$ cat config.mk
export PLATFORM = sky130hd
export DESIGN_NAME = clock_div_multi
export DESIGN_NICKNAME = d
export VERILOG_FILES = /design/src/rtl/clock_div_multi.sv
export SDC_FILE = /design/constraint.sdc
export NUM_CORES = 1
export LEC_CHECK = 0
export ABC_AREA = 1
export BUFFER_PORTS_ARGS = -buffer_cell sky130_fd_sc_hd__buf_2
export CAP_MARGIN = 20
export CORE_UTILIZATION = 35
export DETAILED_ROUTE_END_ITERATION = 12
export PLACE_DENSITY_LB_ADDON = 0.08
export SLEW_MARGIN = 40
export SYNTH_ARGS = -nofsm -noshare
export SYNTH_HDL_FRONTEND = slang
export SYNTH_SLANG_ARGS = --single-unit
export TNS_END_PERCENT = 30
$ cat constraint.sdc
create_clock -name clki -period 13.4 [get_ports clki]
set_input_delay 0.67 -clock clki [delete_from_list [all_inputs] [get_ports clki]]
set_output_delay 0.67 -clock clki [all_outputs]
set_load 0.02 [all_outputs]
$ cat src/rtl/clock_div_multi.sv
// Multi-channel programmable clock/tick divider with glitch-free divisor updates.
// Each channel counts clki cycles up to its active divisor and emits a tick strobe
// plus a near-50% square wave. New divisors are staged and applied at a period boundary.
module clock_div_multi #(
    parameter int unsigned N_CH     = 4,
    parameter int unsigned CNT_W    = 27,
    parameter int unsigned DIV_INIT = 50000000
) (
    input  logic                                      clki,
    input  logic                                      rst,
    input  logic [N_CH-1:0]                           en,
    input  logic                                      sync,
    input  logic                                      div_wr,
    input  logic [((N_CH > 1) ? $clog2(N_CH) : 1)-1:0] div_sel,
    input  logic [CNT_W-1:0]                          div_val,
    output logic                                      div_ack,
    output logic                                      div_err,
    output logic [N_CH-1:0]                           tick,
    output logic [N_CH-1:0]                           clk_out
);

    localparam int unsigned SEL_W = (N_CH > 1) ? $clog2(N_CH) : 1;

    logic sel_ok;
    logic val_ok;
    logic wr_ok;

    // A write is legal only for an existing channel and a divisor of at least 2.
    assign sel_ok = 32'(div_sel) < N_CH;
    assign val_ok = div_val >= CNT_W'(2);
    assign wr_ok  = div_wr && sel_ok && val_ok;

    // One-cycle write handshake, registered.
    always_ff @(posedge clki or posedge rst) begin
        if (rst) begin
            div_ack <= 1'b0;
            div_err <= 1'b0;
        end else begin
            div_ack <= wr_ok;
            div_err <= div_wr && !(sel_ok && val_ok);
        end
    end

    for (genvar i = 0; i < N_CH; i++) begin : g_ch
        logic [CNT_W-1:0] cnt;
        logic [CNT_W-1:0] div_act;
        logic [CNT_W-1:0] div_pend;
        logic [CNT_W-1:0] half;
        logic             pend_v;
        logic             run;
        logic             start;
        logic             hit;
        logic             tick_r;
        logic             clk_r;

        // High phase length is ceil(div_act/2), computed without overflow.
        assign half  = (div_act >> 1) + CNT_W'(div_act[0]);
        // Period starts after a disable, at natural wrap, or on sync; all merge into one start.
        assign start = en[i] && (!run || (cnt == div_act - CNT_W'(1)) || sync);
        assign hit   = wr_ok && (div_sel == SEL_W'(i));

        assign tick[i]    = tick_r;
        assign clk_out[i] = clk_r;

        // Per-channel counter, divisor staging and registered outputs.
        always_ff @(posedge clki or posedge rst) begin
            if (rst) begin
                cnt      <= '0;
                div_act  <= CNT_W'(DIV_INIT);
                div_pend <= '0;
                pend_v   <= 1'b0;
                run      <= 1'b0;
                tick_r   <= 1'b0;
                clk_r    <= 1'b0;
            end else begin
                run    <= en[i];
                tick_r <= start;
                if (!en[i]) begin
                    // Stopped: flush any staged divisor, then a write goes straight in.
                    cnt   <= '0;
                    clk_r <= 1'b0;
                    if (pend_v) begin
                        div_act <= div_pend;
                        pend_v  <= 1'b0;
                    end
                    if (hit) begin
                        div_act <= div_val;
                    end
                end else begin
                    if (start) begin
                        cnt   <= '0;
                        clk_r <= 1'b1;
                        if (pend_v) begin
                            div_act <= div_pend;
                            pend_v  <= 1'b0;
                        end
                    end else begin
                        cnt   <= cnt + CNT_W'(1);
                        clk_r <= (cnt + CNT_W'(1)) < half;
                    end
                    // A write coinciding with a start is staged for the following boundary.
                    if (hit) begin
                        div_pend <= div_val;
                        pend_v   <= 1'b1;
                    end
                end
            end
        end
    end

endmodule

==> Word-level counts from Yosys, hierarchy flattened <==
Index checks and enable logic that the tools add are counted.
{ "op_classes": {"muxes": 44, "n_mul": 0, "n_shift": 0, "n_lt_le_gt_ge": 5, "div_mod_pow": 0, "n_reduce_logical": 28, "n_eq_ne": 15, "n_bitwise": 0, "n_addsub": 12} }
{ "ops": {"columns": ["operator", "count"], "rows": [
  ["$mux W27", 24],
  ["$add A26 B1 Y27", 4],
  ["$add A27 B1 Y27 const B", 4],
  ["$eq A27 B27 Y1", 4],
  ["$lt A27 B27 Y1", 4],
  ["$sub A27 B1 Y27 const B", 4],
  ["$ge A27 B2 Y1 const B", 1],
  ["$mux W1", 20],
  ["$ne A3 B1 Y1 const B", 4],
  ["$logic_and A1 B1 Y1", 10],
  ["$logic_or A1 B1 Y1", 8],
  ["$ne A2 B1 Y1 const B", 4],
  ["$reduce_and A2 Y1", 4],
  ["$logic_not A1 Y1", 5],
  ["$eq A2 B2 Y1 const B", 2],
  ["$eq A2 B1 Y1 const B", 1],
  ["$logic_not A2 Y1", 1]
]} }
{ "word_totals": {"register_bits": 342, "ram_bits": 0, "out_inout_bits": 10, "latchBits": 0, "wordCells": 134, "n_memories": 0, "input_bits": 37, "romBits": 0} }

==> Longest topological paths before layout <==
{ "logic_depth": {"word_depth": 8, "ltp_mapped": 22, "ltp_nobuf": 22} }

==> Worst setup path after synthesis <==
Ideal clock, no wire load.
{ "synth_path": {"kind": "reg2reg", "from": "register g_ch[0].div_act[1]", "to": "register g_ch[0].clk_r", "setup_slack_ns": 10.319, "setup_ns": 0.066, "arrival_ns": 3.015, "path_buffers": 0, "path_stages_with_launch": 19, "period_less_slack_ns": 3.081, "t_required_ns": 13.334, "path_cell_list": "dfrtp_1 -> ha_1 -> ha_1 -> nand3_1 -> nor2_1 -> nand2_1 -> nor2_1 -> nand4_1 -> nor2_2 -> nand4_1 -> nor3_2 -> nand3_1 -> xor2_1 -> ha_1 -> a21oi_1 -> nor2_1 -> a2111oi_0 -> nand3_1 -> nand2_1"} }
{ "synth_between": {"elab_chain_cells": 7, "elab_cells_between_ends": 9, "cone_classes": "2 x add/sub; 1 x order compare; 1 x eq/ne; 2 x mux; 3 x reduce/logical"} }
{ "synth_rtl": {"columns": ["element", "line", "source"], "rows": [
  ["from (decl)", "46", "logic [CNT_W-1:0] div_act;"],
  ["from (signal assigned)", "69", "div_act <= CNT_W'(DIV_INIT);"],
  ["from (signal assigned)", "83", "div_act <= div_pend;"],
  ["from (signal assigned)", "87", "div_act <= div_val;"],
  ["parallel branches: the longest is 5 deep, another holds $add A26 B1 Y27", null, null],
  ["$mux W1 *", "90", "if (start) begin"],
  ["$mux W1 *", "78", "if (!en[i]) begin"],
  ["to (signal assigned)", "99", "clk_r <= (cnt + CNT_W'(1)) < half;"],
  ["to (decl)", "54", "logic clk_r;"]
]} }
Every way passes the cells marked *.
A chain may end at the register's enable or synchronous reset.

==> Worst setup path after layout <==
{ "layout_path": {"from": "register g_ch[3].div_act[0]", "to": "register g_ch[3].div_act[23]"} }
{ "layout_between": {"elab_chain_cells": 6} }
{ "layout_rtl": {"columns": ["element", "line", "source"], "rows": [
  ["from (decl)", "46", null],
  ["from (signal assigned)", "69", null],
  ["from (signal assigned)", "83", null],
  ["from (signal assigned)", "87", null],
  ["$sub A27 B1 Y27", "59", "assign start = en[i] && (!run || (cnt == div_act - CNT_W'(1)) || sync);"],
  ["$eq A27 B27 Y1", "59", null],
  ["$logic_or A1 B1 Y1 (2 in a row)", "59", null],
  ["$logic_and A1 B1 Y1", "59", null],
  ["$ne A2 B1 Y1 (no source line)", null, null]
]} }
No other way between the ends.

==> metrics <==
GR Overflow Total 0; Final period util 0.279; Max Freq 267 MHz; RSZ-0062 raised after global routing no; Mapped Cells 4,002; Worst Path Arrival 4.27 ns; hold-fix buffer count after cts 0; Worst Max-Slew Pin Slew 0.797 ns; 1st-iter DRT viols 1,852; CTS tree yes; vias in the first global route 24,206; FP Rows 101; Sw Share 0.380; Worst setup EP type flip-flop; Netlist cell types 50; sequential share of power 0.385; Die H 281 um; CTS Buffer Depth 3; max cap viols 0; starting density of the core 0.356; utilization after layout 0.385; final setup TNS 0 ns; PortBufs 46; Core Region 76,500 um^2; Routed WL 89,300 um; setup bufs post-CTS 0; Post-DRT Antenna Nets 0; Avg Cell Area, Syn 6.79 um^2; Cell Count, Final, Fillers Out 4,971; crit start category flip-flop; Worst Skew 0.0152 ns; Final Max Tran Viols 0; Placer Congestion 0.862; Final Power 3.77 mW; Leak 14.5 nW; number of setup violations in the final report 0; IR drop worst, VDD 0.0881 mV; worst hold-check path type input pin to asynchronous set/reset pin; internal power 2.34 mW; drt pass-1 iters 5; Num CTS Buffers 45; Post-synth EDFFs 0; Tmin final 3.74 ns; kind of critical path flip-flop to flip-flop; total global-route track usage 0.229; H-tree Lvls 2; clock share of power 0.340; Root Driver clkbuf_16; Seq/Total Area, Yosys 0.317; Mapped Nets 4,159; boundary pin count 47; full die area 78,800 um^2; first-pass GRT wire length 142,000 um; clock sinks 342; Main synth FF type dfrtp_1; Yosys reg bits 342; sw power 1.43 mW; Post-Syn Area 27,200 um^2; routed vias 25,121; Clock transition at path regs 0.06 ns; Vias/cell 5.05; initial antenna violation count 4; routed len/inst 18.0 um; asr flop ratio synth 1.00; synth warn 0; share of layout cells above drive strength 1 0.0769; Skew-Pair Late Insertion Delay 0.60 ns; synthesis-to-finish area growth 8.35%; crit path max fanout 32; Layout Nets 4,060; final number of hold-violating endpoints 0; CP required 13.93 ns; cts repair resizes 0; Chip Width 281 um; dpl hpwl 65,900 um; max_slew headroom 0.468; pwr/cell area 128 nW/um^2; Gate power share 0.275; status completed; fillcell total 8,228; largest net degree at the start of global routing 86; # placed instances 4,886; DRC 0
cells by family (layout without fill, tap and decap cells):
group	after synthesis	after routing	share of synthesized area
compound gates	351	351	0.0751
xor+xnor	238	238	0.0777
fa+ha+maj	120	120	0.0552
buf+inv	768	706	0.116
flops	342	342	0.317
mux	15	15	0.00552
other cells	0	1	0
simple gates	2168	2168	0.353
cell type report:
cell class	instances	area (um^2)	area share
clock buffer	67	1370	0.0466
clock inverter	17	181	0.00616
tap	1030	1290	0.0437
sequential	342	8620	0.293
inverter	548	2060	0.0701
multi-input combinational	2892	15500	0.525
antenna	1	2.50	0.0000850
timing repair buffer	74	455	0.0155
critical path: stages (launching register included):
cell and delay, ns:
dfrtp_1 0.42, inv_1 0.12, ha_1 0.21, nand3_2 0.18, nor2_4 0.26, nand2_1 0.13
o21ai_0 0.10, nand2_1 0.09, nor2_1 0.10, nand2_1 0.05, nor2_1 0.10, nand2_1 0.10
nor2_2 0.11, nand2_2 0.42, nand3_2 0.58, buf_4 0.46, nand2_1 0.13, nand2_1 0.08
synth_stat cells (2+ instances only):
library cell,instances,area [um^2]
a31oi_1,5,31.3
o21bai_1,7,52.6
inv_2,6,22.5
nand4_1,267,1670
or2_2,10,62.6
inv_1,540,2030
nor4_1,20,125
nor2_2,32,200
ha_1,120,1500
clkbuf_1,119,447
a21o_1,3,22.5
nand3b_1,18,135
clkinv_1,2,7.51
nor3_2,9,90.1
a2111oi_0,3,26.3
buf_2,44,220
buf_6,18,203
nand3_1,186,931
xnor2_1,52,455
mux2i_1,15,150
nand2_2,7,43.8
dfrtp_1,294,7360
nor2_1,438,1640
a211oi_1,4,30.0
nor3_1,57,285
nand3_2,8,80.1
o2111ai_1,6,52.6
buf_4,22,165
o211ai_1,72,541
xor2_1,184,1610
xnor3_1,2,45.0
dfstp_2,48,1260
nor2_4,12,135
o221ai_1,2,17.5
nand3_4,2,35.0
nand2_1,1096,4110
a31o_2,2,17.5
o21ai_1,7,35.0
o21ai_0,161,806
o21a_1,3,22.5
a21oi_1,74,370
buf_1,17,63.8
metal layers:
layer	track usage	wire, um	share of wire
met2	0.354	38900	0.44
met5	0	20	0.00022
met3	0.0308	4240	0.048
met4	0.0516	1700	0.019
met1	0.335	44500	0.50
flip-flops by register name (all words and copies together), names as in the netlist:
signal         cells
g_ch.run           4
g_ch.div_act     108
g_ch.clk_r         4
div_ack            1
g_ch.tick_r        4
div_err            1
g_ch.div_pend    108
g_ch.pend_v        4
g_ch.cnt         108
power by group through the flow:
stage | sequential [mW] | clock (mW) | combinational (mW)
final | 1.45 | 1.28 | 1.04
after global routing | 1.48 | 1.36 | 1.20
after CTS | 1.45 | 1.33 | 1.05
after detailed placement | 1.46 | 0 | 1.04
after global placement | 1.47 | 0 | 1.04
after floorplan | 1.29 | 0 | 0.918
cell usage in the layout, fill, tap and decap left out, drive strengths merged, types with 4 or more instances in the layout:
cell type	n
dfrtp	294
o211ai	72
a21oi	75
inv	549
o2111ai	6
xnor2	52
clkinvlp	4
clkinv	9
nor4	21
xor2	184
nand2	1103
o21bai	7
nand3	196
nand3b	18
ha	120
clkbuf	67
a31oi	5
mux2i	15
buf	74
nor3	66
or2	11
o21ai	168
nor2	483
dfstp	48
a211oi	4
nand4	267
per-stage QoR:
step                hold slack [ns]  cell area [um^2]  setup WS [ns]
finish                        0.174             29500           9.66
CTS                           0.184             29500           9.65
floorplan                     0.453             27200           3.33
global route                  0.228             29500           9.25
detailed placement            0.473             27900           9.63
global placement              0.465             27900           9.63
path summary, 6_finish.rpt:
path	startpoint	endpoint	slack [ns]	cells after the start
worst max-delay path	g_ch[3].div_act[0]$_DFFE_PP0P_	g_ch[3].div_act[23]$_DFFE_PP1P_	9.66	17
worst max register to register	g_ch[3].div_act[0]$_DFFE_PP0P_	g_ch[3].div_act[23]$_DFFE_PP1P_	9.66	17
min in group clki	div_val[16]	g_ch[0].div_act[16]$_DFFE_PP0P_	0.42	5
worst min register to register	g_ch[0].div_pend[17]$_DFFE_PP0P_	g_ch[0].div_pend[17]$_DFFE_PP0P_	0.49	2
worst min-delay path	rst	g_ch[3].cnt[7]$_DFF_PP0_	0.17	2
max in group asynchronous	rst	g_ch[2].pend_v$_DFFE_PP0P_	11.40	4
No activity file was read; power rests on OpenSTA's default activity.
